===== src/rtl/vga_scanout_pkg.sv =====
// vga_scanout_pkg
//   Shared definitions for the VGA scanout block and anything that talks to
//   it (top level, bench).
//   - Default 640x480@60 timing constants and their line/frame totals.
//   - vga_ctrl_t: the per-pixel control flags that travel down the output
//     pipeline alongside the frame buffer read.
//   - Small constant helper functions used to size counters.
package vga_scanout_pkg;

  localparam int DEF_H_ACTIVE = 640;
  localparam int DEF_H_FP     = 16;
  localparam int DEF_H_SYNC   = 96;
  localparam int DEF_H_BP     = 48;

  localparam int DEF_V_ACTIVE = 480;
  localparam int DEF_V_FP     = 10;
  localparam int DEF_V_SYNC   = 2;
  localparam int DEF_V_BP     = 33;

  function automatic int line_total(input int active, input int fp,
                                    input int sync, input int bp);
    return active + fp + sync + bp;
  endfunction

  // Width of a counter that must hold 0..n-1; never narrower than 1 bit.
  function automatic int bits_for(input int n);
    return (n > 1) ? $clog2(n) : 1;
  endfunction

  localparam int DEF_H_TOTAL = line_total(DEF_H_ACTIVE, DEF_H_FP, DEF_H_SYNC, DEF_H_BP);
  localparam int DEF_V_TOTAL = line_total(DEF_V_ACTIVE, DEF_V_FP, DEF_V_SYNC, DEF_V_BP);

  // Sync flags are carried active-high; pin polarity is applied at the output.
  typedef struct packed {
    logic de;
    logic hsync;
    logic vsync;
    logic vblank_start;
  } vga_ctrl_t;

endpackage


===== src/rtl/vga_timing_gen.sv =====
// vga_timing_gen
//   Free-running horizontal/vertical raster counters and the region decode
//   evaluated at counter time (no pipeline delay).
// Ports:
//   clk, rst      pixel clock, synchronous active-high reset
//   h_cnt, v_cnt  raster position, 0..H_TOTAL-1 / 0..V_TOTAL-1
//   line_end      h_cnt is on the last clock of a line
//   frame_end     last clock of the frame (line_end on the last line)
//   ctrl          de / hsync / vsync / vblank_start for the current position
module vga_timing_gen
  import vga_scanout_pkg::*;
#(
  parameter int H_ACTIVE = DEF_H_ACTIVE,
  parameter int H_FP     = DEF_H_FP,
  parameter int H_SYNC   = DEF_H_SYNC,
  parameter int H_BP     = DEF_H_BP,
  parameter int V_ACTIVE = DEF_V_ACTIVE,
  parameter int V_FP     = DEF_V_FP,
  parameter int V_SYNC   = DEF_V_SYNC,
  parameter int V_BP     = DEF_V_BP,
  parameter int H_CNT_W  = bits_for(line_total(H_ACTIVE, H_FP, H_SYNC, H_BP)),
  parameter int V_CNT_W  = bits_for(line_total(V_ACTIVE, V_FP, V_SYNC, V_BP))
) (
  input  logic               clk,
  input  logic               rst,
  output logic [H_CNT_W-1:0] h_cnt,
  output logic [V_CNT_W-1:0] v_cnt,
  output logic               line_end,
  output logic               frame_end,
  output vga_ctrl_t          ctrl
);

  localparam int H_TOTAL = line_total(H_ACTIVE, H_FP, H_SYNC, H_BP);
  localparam int V_TOTAL = line_total(V_ACTIVE, V_FP, V_SYNC, V_BP);

  localparam logic [H_CNT_W-1:0] H_LAST   = H_CNT_W'(H_TOTAL - 1);
  localparam logic [H_CNT_W-1:0] H_ACT    = H_CNT_W'(H_ACTIVE);
  localparam logic [H_CNT_W-1:0] HS_START = H_CNT_W'(H_ACTIVE + H_FP);
  localparam logic [H_CNT_W-1:0] HS_END   = H_CNT_W'(H_ACTIVE + H_FP + H_SYNC);

  localparam logic [V_CNT_W-1:0] V_LAST   = V_CNT_W'(V_TOTAL - 1);
  localparam logic [V_CNT_W-1:0] V_ACT    = V_CNT_W'(V_ACTIVE);
  localparam logic [V_CNT_W-1:0] VS_START = V_CNT_W'(V_ACTIVE + V_FP);
  localparam logic [V_CNT_W-1:0] VS_END   = V_CNT_W'(V_ACTIVE + V_FP + V_SYNC);

  assign line_end  = (h_cnt == H_LAST);
  assign frame_end = line_end && (v_cnt == V_LAST);

  always_ff @(posedge clk) begin
    if (rst) begin
      h_cnt <= '0;
      v_cnt <= '0;
    end else if (line_end) begin
      h_cnt <= '0;
      v_cnt <= frame_end ? '0 : v_cnt + V_CNT_W'(1);
    end else begin
      h_cnt <= h_cnt + H_CNT_W'(1);
    end
  end

  always_comb begin
    ctrl              = '0;
    ctrl.de           = (h_cnt < H_ACT) && (v_cnt < V_ACT);
    ctrl.hsync        = (h_cnt >= HS_START) && (h_cnt < HS_END);
    ctrl.vsync        = (v_cnt >= VS_START) && (v_cnt < VS_END);
    ctrl.vblank_start = (h_cnt == '0) && (v_cnt == V_ACT);
  end

endmodule


===== src/rtl/vga_scanout.sv =====
// vga_scanout
//   Display-side reader of the frame buffer. Generates VGA timing, issues a
//   read address every clock, upscales the low-resolution frame by pixel and
//   line replication and drives the pins. H_ACTIVE must be an integer
//   multiple of HORIZ_RESOLUTION, V_ACTIVE of VERT_RESOLUTION, and
//   COLOR_DEPTH a multiple of 3 (R in the MSBs, then G, then B).
// Ports:
//   i_vga_clk, i_rst          pixel clock, synchronous active-high reset
//   i_vga_read_pixel_data     frame buffer data, RAM_LATENCY clocks after address
//   o_vga_horiz_read_addr     frame buffer column address (counter time)
//   o_vga_vert_read_addr      frame buffer row address (counter time)
//   o_vga_hsync, o_vga_vsync  sync pins, polarity set by SYNC_ACTIVE_LOW
//   o_vga_de                  active video
//   o_vga_red/green/blue      colour, forced to 0 outside active video
//   o_vblank_start            one-clock pulse on the first output clock of
//                             the first blank line
//   All pin outputs lag counter time by RAM_LATENCY+1 clocks.
module vga_scanout
  import vga_scanout_pkg::*;
#(
  parameter int HORIZ_RESOLUTION = 80,
  parameter int VERT_RESOLUTION  = 60,
  parameter int COLOR_DEPTH      = 12,
  parameter int H_ACTIVE         = DEF_H_ACTIVE,
  parameter int H_FP             = DEF_H_FP,
  parameter int H_SYNC           = DEF_H_SYNC,
  parameter int H_BP             = DEF_H_BP,
  parameter int V_ACTIVE         = DEF_V_ACTIVE,
  parameter int V_FP             = DEF_V_FP,
  parameter int V_SYNC           = DEF_V_SYNC,
  parameter int V_BP             = DEF_V_BP,
  parameter int SYNC_ACTIVE_LOW  = 1,
  parameter int RAM_LATENCY      = 1
) (
  input  logic                                 i_vga_clk,
  input  logic                                 i_rst,
  input  logic [COLOR_DEPTH-1:0]               i_vga_read_pixel_data,
  output logic [$clog2(HORIZ_RESOLUTION)-1:0]  o_vga_horiz_read_addr,
  output logic [$clog2(VERT_RESOLUTION)-1:0]   o_vga_vert_read_addr,
  output logic                                 o_vga_hsync,
  output logic                                 o_vga_vsync,
  output logic                                 o_vga_de,
  output logic [COLOR_DEPTH/3-1:0]             o_vga_red,
  output logic [COLOR_DEPTH/3-1:0]             o_vga_green,
  output logic [COLOR_DEPTH/3-1:0]             o_vga_blue,
  output logic                                 o_vblank_start
);

  localparam int H_TOTAL = line_total(H_ACTIVE, H_FP, H_SYNC, H_BP);
  localparam int V_TOTAL = line_total(V_ACTIVE, V_FP, V_SYNC, V_BP);
  localparam int H_CNT_W = bits_for(H_TOTAL);
  localparam int V_CNT_W = bits_for(V_TOTAL);
  localparam int HSCALE  = H_ACTIVE / HORIZ_RESOLUTION;
  localparam int VSCALE  = V_ACTIVE / VERT_RESOLUTION;
  localparam int HSUB_W  = bits_for(HSCALE);
  localparam int VSUB_W  = bits_for(VSCALE);
  localparam int COL_W   = $clog2(HORIZ_RESOLUTION);
  localparam int ROW_W   = $clog2(VERT_RESOLUTION);
  localparam int CH_W    = COLOR_DEPTH / 3;
  localparam int STAGES  = RAM_LATENCY + 1;

  localparam logic [HSUB_W-1:0]  HSUB_LAST  = HSUB_W'(HSCALE - 1);
  localparam logic [VSUB_W-1:0]  VSUB_LAST  = VSUB_W'(VSCALE - 1);
  localparam logic [H_CNT_W-1:0] H_ACT_LAST = H_CNT_W'(H_ACTIVE - 1);
  localparam logic [V_CNT_W-1:0] V_ACT_LAST = V_CNT_W'(V_ACTIVE - 1);
  localparam logic               SYNC_INV   = (SYNC_ACTIVE_LOW != 0);

  logic [H_CNT_W-1:0]     h_cnt;
  logic [V_CNT_W-1:0]     v_cnt;
  logic                   line_end;
  logic                   frame_end;
  vga_ctrl_t              ctrl;

  logic [HSUB_W-1:0]      hsub;
  logic [VSUB_W-1:0]      vsub;
  logic [COL_W-1:0]       col;
  logic [ROW_W-1:0]       row;

  vga_ctrl_t              ctrl_p [STAGES];
  logic [COLOR_DEPTH-1:0] rgb_p;
  logic [COLOR_DEPTH-1:0] rgb_gated;

  vga_timing_gen #(
    .H_ACTIVE (H_ACTIVE),
    .H_FP     (H_FP),
    .H_SYNC   (H_SYNC),
    .H_BP     (H_BP),
    .V_ACTIVE (V_ACTIVE),
    .V_FP     (V_FP),
    .V_SYNC   (V_SYNC),
    .V_BP     (V_BP),
    .H_CNT_W  (H_CNT_W),
    .V_CNT_W  (V_CNT_W)
  ) u_timing (
    .clk       (i_vga_clk),
    .rst       (i_rst),
    .h_cnt     (h_cnt),
    .v_cnt     (v_cnt),
    .line_end  (line_end),
    .frame_end (frame_end),
    .ctrl      (ctrl)
  );

  // Replication counters are updated from the *current* counter value so the
  // registered address always matches the position the counters move to.
  always_ff @(posedge i_vga_clk) begin
    if (i_rst) begin
      hsub <= '0;
      col  <= '0;
      vsub <= '0;
      row  <= '0;
    end else begin
      // Next pixel still active: step; otherwise (last active pixel, blank or
      // line wrap) the next position is blank or column 0 -> clear.
      if (h_cnt < H_ACT_LAST) begin
        if (hsub == HSUB_LAST) begin
          hsub <= '0;
          col  <= col + COL_W'(1);
        end else begin
          hsub <= hsub + HSUB_W'(1);
        end
      end else begin
        hsub <= '0;
        col  <= '0;
      end

      // Rows advance only between active lines; the last row is held
      // through vertical blank and cleared when the frame wraps.
      if (line_end) begin
        if (frame_end) begin
          vsub <= '0;
          row  <= '0;
        end else if (v_cnt < V_ACT_LAST) begin
          if (vsub == VSUB_LAST) begin
            vsub <= '0;
            row  <= row + ROW_W'(1);
          end else begin
            vsub <= vsub + VSUB_W'(1);
          end
        end
      end
    end
  end

  assign o_vga_horiz_read_addr = col;
  assign o_vga_vert_read_addr  = row;

  // ---- stage p0..p[STAGES-1]: control delay matching RAM latency + RGB register
  always_ff @(posedge i_vga_clk) begin
    if (i_rst) begin
      for (int i = 0; i < STAGES; i++) begin
        ctrl_p[i] <= '0;
      end
      rgb_p <= '0;
    end else begin
      ctrl_p[0] <= ctrl;
      for (int i = 1; i < STAGES; i++) begin
        ctrl_p[i] <= ctrl_p[i-1];
      end
      rgb_p <= i_vga_read_pixel_data;
    end
  end

  // ---- output: blanking and sync polarity
  assign rgb_gated      = ctrl_p[STAGES-1].de ? rgb_p : '0;
  assign o_vga_de       = ctrl_p[STAGES-1].de;
  assign o_vga_hsync    = ctrl_p[STAGES-1].hsync ^ SYNC_INV;
  assign o_vga_vsync    = ctrl_p[STAGES-1].vsync ^ SYNC_INV;
  assign o_vblank_start = ctrl_p[STAGES-1].vblank_start;
  assign o_vga_red      = rgb_gated[COLOR_DEPTH-1 -: CH_W];
  assign o_vga_green    = rgb_gated[2*CH_W-1 -: CH_W];
  assign o_vga_blue     = rgb_gated[CH_W-1:0];

endmodule


===== config.mk =====
export PLATFORM = sky130hd
export DESIGN_NAME = vga_scanout
export DESIGN_NICKNAME = d
export VERILOG_FILES = /design/src/rtl/vga_scanout_pkg.sv /design/src/rtl/vga_timing_gen.sv /design/src/rtl/vga_scanout.sv
export SDC_FILE = /design/constraint.sdc
export NUM_CORES = 1
export LEC_CHECK = 0
export ABC_CLOCK_PERIOD_IN_PS = 1970
export CAP_MARGIN = 15
export CELL_PAD_IN_SITES_DETAIL_PLACEMENT = 1
export CELL_PAD_IN_SITES_GLOBAL_PLACEMENT = 1
export CORE_UTILIZATION = 45
export CTS_CLUSTER_DIAMETER = 60
export CTS_CLUSTER_SIZE = 12
export DETAILED_ROUTE_END_ITERATION = 10
export DONT_BUFFER_PORTS = 1
export PLACE_DENSITY = 0.77
export SKIP_LAST_GASP = 1
export SYNTH_ARGS = -nofsm -noshare
export SYNTH_HDL_FRONTEND = slang
export SYNTH_SLANG_ARGS = --single-unit

===== constraint.sdc =====
create_clock -name i_vga_clk -period 1.97 [get_ports i_vga_clk]
set_input_delay 0.394 -clock i_vga_clk [delete_from_list [all_inputs] [get_ports i_vga_clk]]
set_output_delay 0.394 -clock i_vga_clk [all_outputs]
set_load 0.005 [all_outputs]

==> metrics.txt, run 1 <==
R2R depth=6; H-tree levels=3; Worst setup EP type=flip-flop; flop2flop setup slack=0.1 ns; RSZ-0062 raised after global routing=yes; WL/cell=15.8 um; post-synth net total=299; Unique masters post-synth=43; area share of the largest cell type after synthesis=0.459; Leakage=1.05 nW; CTS tree=built; FF-to-FF End=o_vga_vert_read_addr[4]; Slew headroom=0.604; crit-path max FO=8; Post-synth top cells=59 x dfxtp_1, 26 x nor2_1, 16 x nor2b_1; vias in the first global route=1902; ranking of synthesized cells by area=dfxtp_1 46%, ha_1 4.9%, nor2b_1 3.9%, nor2_1 3.8%, and2_1 3.2%; GP Congestion=0.738; M1 GR Usage=0.237; Cells after Synth=275; GRT Util Overall=0.193; via density per instance=5.50; post-synthesis register bit count=59; clk_lat worst skew=0.33 ns; fin nets=312; Pins Over Slew Limit=0; maximum clock frequency=0.534 GHz; Final TNS setup=0 ns; ant diodes=0; antenna viol nets, final=0; die area=0.00602 sq mm; Ports=43; routing usage on met2=0.306; hold path start=i_rst; DR DRC count=0; most instantiated library cell after synthesis=dfxtp_1; Area Growth Syn to Fin=13.3%; CP Launch Type=flip-flop; gr busiest metal=met2; die width=77.6 um; Main synth FF type=dfxtp_1; PortBufs=0; post-synthesis sequential area ratio=0.459; clock buffer depth=2; Initial Util=0.467; count of final setup violators=0; Hold Path Sink=u_timing.v_cnt[1]; largest net degree at the start of global routing=26; final hold vios=0; area leader, netlist=dfxtp_1; layout cells sized above 1=0.154; asr flop ratio synth=0; WP data required=2.24 ns; Std-Cell Core Area=0.00551 sq mm; PD cells=826 mW/mm^2; Max VDD drop=0.480 mV; dpl ws=0.0325 ns; Sink Count=59; Hold Crit Depth=1; worst-margin pin slew=0.591 ns; drt total wl=5.75 mm; routed via count=2008; final worst setup slack=0.0961 ns; status=finished clean; final worst path period need=1.87 ns; Overflow after GRT=0; fin crit share=0.951; Post-synth EDFFs=0; Worst-path clk slew=0.07 ns; DPL Wire Length=3.79 mm; clk_skew=0.00690 ns; drt initial violations=61; CP arrival=2.14 ns; # rows=27; root buffer cell=clkbuf_8; Post-Syn Area=0.00257 sq mm; post-cts hold buffer count=0; die outline height=77.6 um; synth warn=0; TritonCTS buffer count=9; Hold Path Class=input port to flip-flop; grt met3 use=0.0729; Avg Cell Area, Syn=9.35 sq um; initial antenna violation count=0; crit path kind=flip-flop to flip-flop; Pre-antenna DRT Iters=4; Max Cap Viol=0; first-pass GRT wire length=9.01 mm; Worst R2R Start=u_timing.v_cnt[1]
layout by cell type (no fill, tap or decap), types with 2 or more instances in the layout:
cell,instances
o31ai_1,6
nor2_1,26
nand3_1,10
a21oi_1,14
ha_1,9
clkinvlp_4,2
xor2_1,9
nor2b_1,16
nand2_1,13
clkbuf_8,9
or2_2,2
buf_4,15
dfxtp_1,58
inv_6,2
nor3b_1,2
nor3_1,5
inv_1,10
and3_1,5
and2_1,13
nand4_1,10
o21ai_0,10
or3_1,3
or4_4,2
or4_1,7
nand4b_1,2
xnor2_1,9
worst max-delay path, stage by stage, from the launching register on:
cell	delay, ns
dfxtp_1	0.36
ha_2	0.21
a41oi_2	0.17
o211ai_1	0.29
buf_4	0.23
or4_1	0.40
a21oi_1	0.15
per-stage QoR:
stage                util  cells  total power [mW]  area [sq um]  hold slack (ns)
global placement    0.487    346              1.32          2680            0.418
finish              0.529    365              2.41          2910            0.127
CTS                 0.524    362              2.43          2880            0.111
global route        0.529    365              2.52          2910           0.0998
floorplan               -    275              1.31          2570            0.404
detailed placement  0.487    346              1.33          2680            0.424
kinds of logic (layout without fill, tap and decap cells):
kind of cell,after synthesis,after routing,share of synthesized area
XOR/XNOR,18,18,0.0613
flip-flops,59,59,0.459
AND/OR/NAND/NOR,125,126,0.283
AO/OA/AOI/OAI,38,38,0.0992
multiplexers,1,1,0.00389
adder cells (fa/ha/maj),10,10,0.0486
buffers and inverters,24,41,0.0447
cell type report:
cell class	count	area, sq um
multi-input combinational	193	1290
timing repair buffer	15	113
clock buffer	9	124
tap	72	90.1
inverter	10	37.5
sequential	59	1180
clock inverter	7	76.3
fill	632	2590
registers in the layout, indices dropped and copies added, names as in the netlist:
signal / count
o_vga_horiz_read_addr: 7
rgb_p: 12
hsub: 3
ctrl_p: 8
u_timing.h_cnt: 10
vsub: 3
u_timing.v_cnt: 10
o_vga_vert_read_addr: 6
metal layers:
layer,wire length (um),part of all wire
met3,263,0.046
met2,2740,0.48
met4,62,0.011
met5,0,0
met1,2690,0.47
how the worst max path moves through the flow:
stage | from | endpoint | slack (ns) | depth (start not counted)
2_1_floorplan | u_timing.h_cnt[0] | vsub[0] | 0.21 | 7
3_3_place_gp | u_timing.v_cnt[0] | o_vga_vert_read_addr[5] | 0.13 | 5
3_5_place_dp | u_timing.v_cnt[0] | o_vga_vert_read_addr[5] | 0.03 | 5
4_1_cts | u_timing.v_cnt[0] | o_vga_vert_read_addr[5] | 0.003 | 5
5_1_grt | u_timing.v_cnt[1] | o_vga_vert_read_addr[5] | -0.03 | 6
6_report | u_timing.v_cnt[1] | o_vga_vert_read_addr[4] | 0.1 | 6
where the power goes:
group	switching (mW)	internal, mW	total [mW]
Clock	0.519	0.592	1.11
Combinational	0.0314	0.0333	0.0646
Sequential	0.0144	1.22	1.23
Total	0.565	1.84	2.41
what timing repair did:
| action | in CTS | in global routing |
|---|---|---|
| gates cloned | 0 | 1 |
| setup endpoints to repair | 1 | 7 |
| gates resized for setup | 0 | 4 |
| buffers inserted | 0 | 2 |
| pin swaps | 1 | 2 |
No activity file was read; power rests on OpenSTA's default activity.
==> run 2: changes to the inputs <==
--- a/config.mk
+++ b/config.mk
@@ -16,6 +16,7 @@
 export DONT_BUFFER_PORTS = 1
 export PLACE_DENSITY = 0.77
 export SKIP_LAST_GASP = 1
+export SLEW_MARGIN = 5
 export SYNTH_ARGS = -nofsm -noshare
 export SYNTH_HDL_FRONTEND = slang
 export SYNTH_SLANG_ARGS = --single-unit
==> results of run 2 <==
Final layout, timing and power as in run 1 (identical DEF).
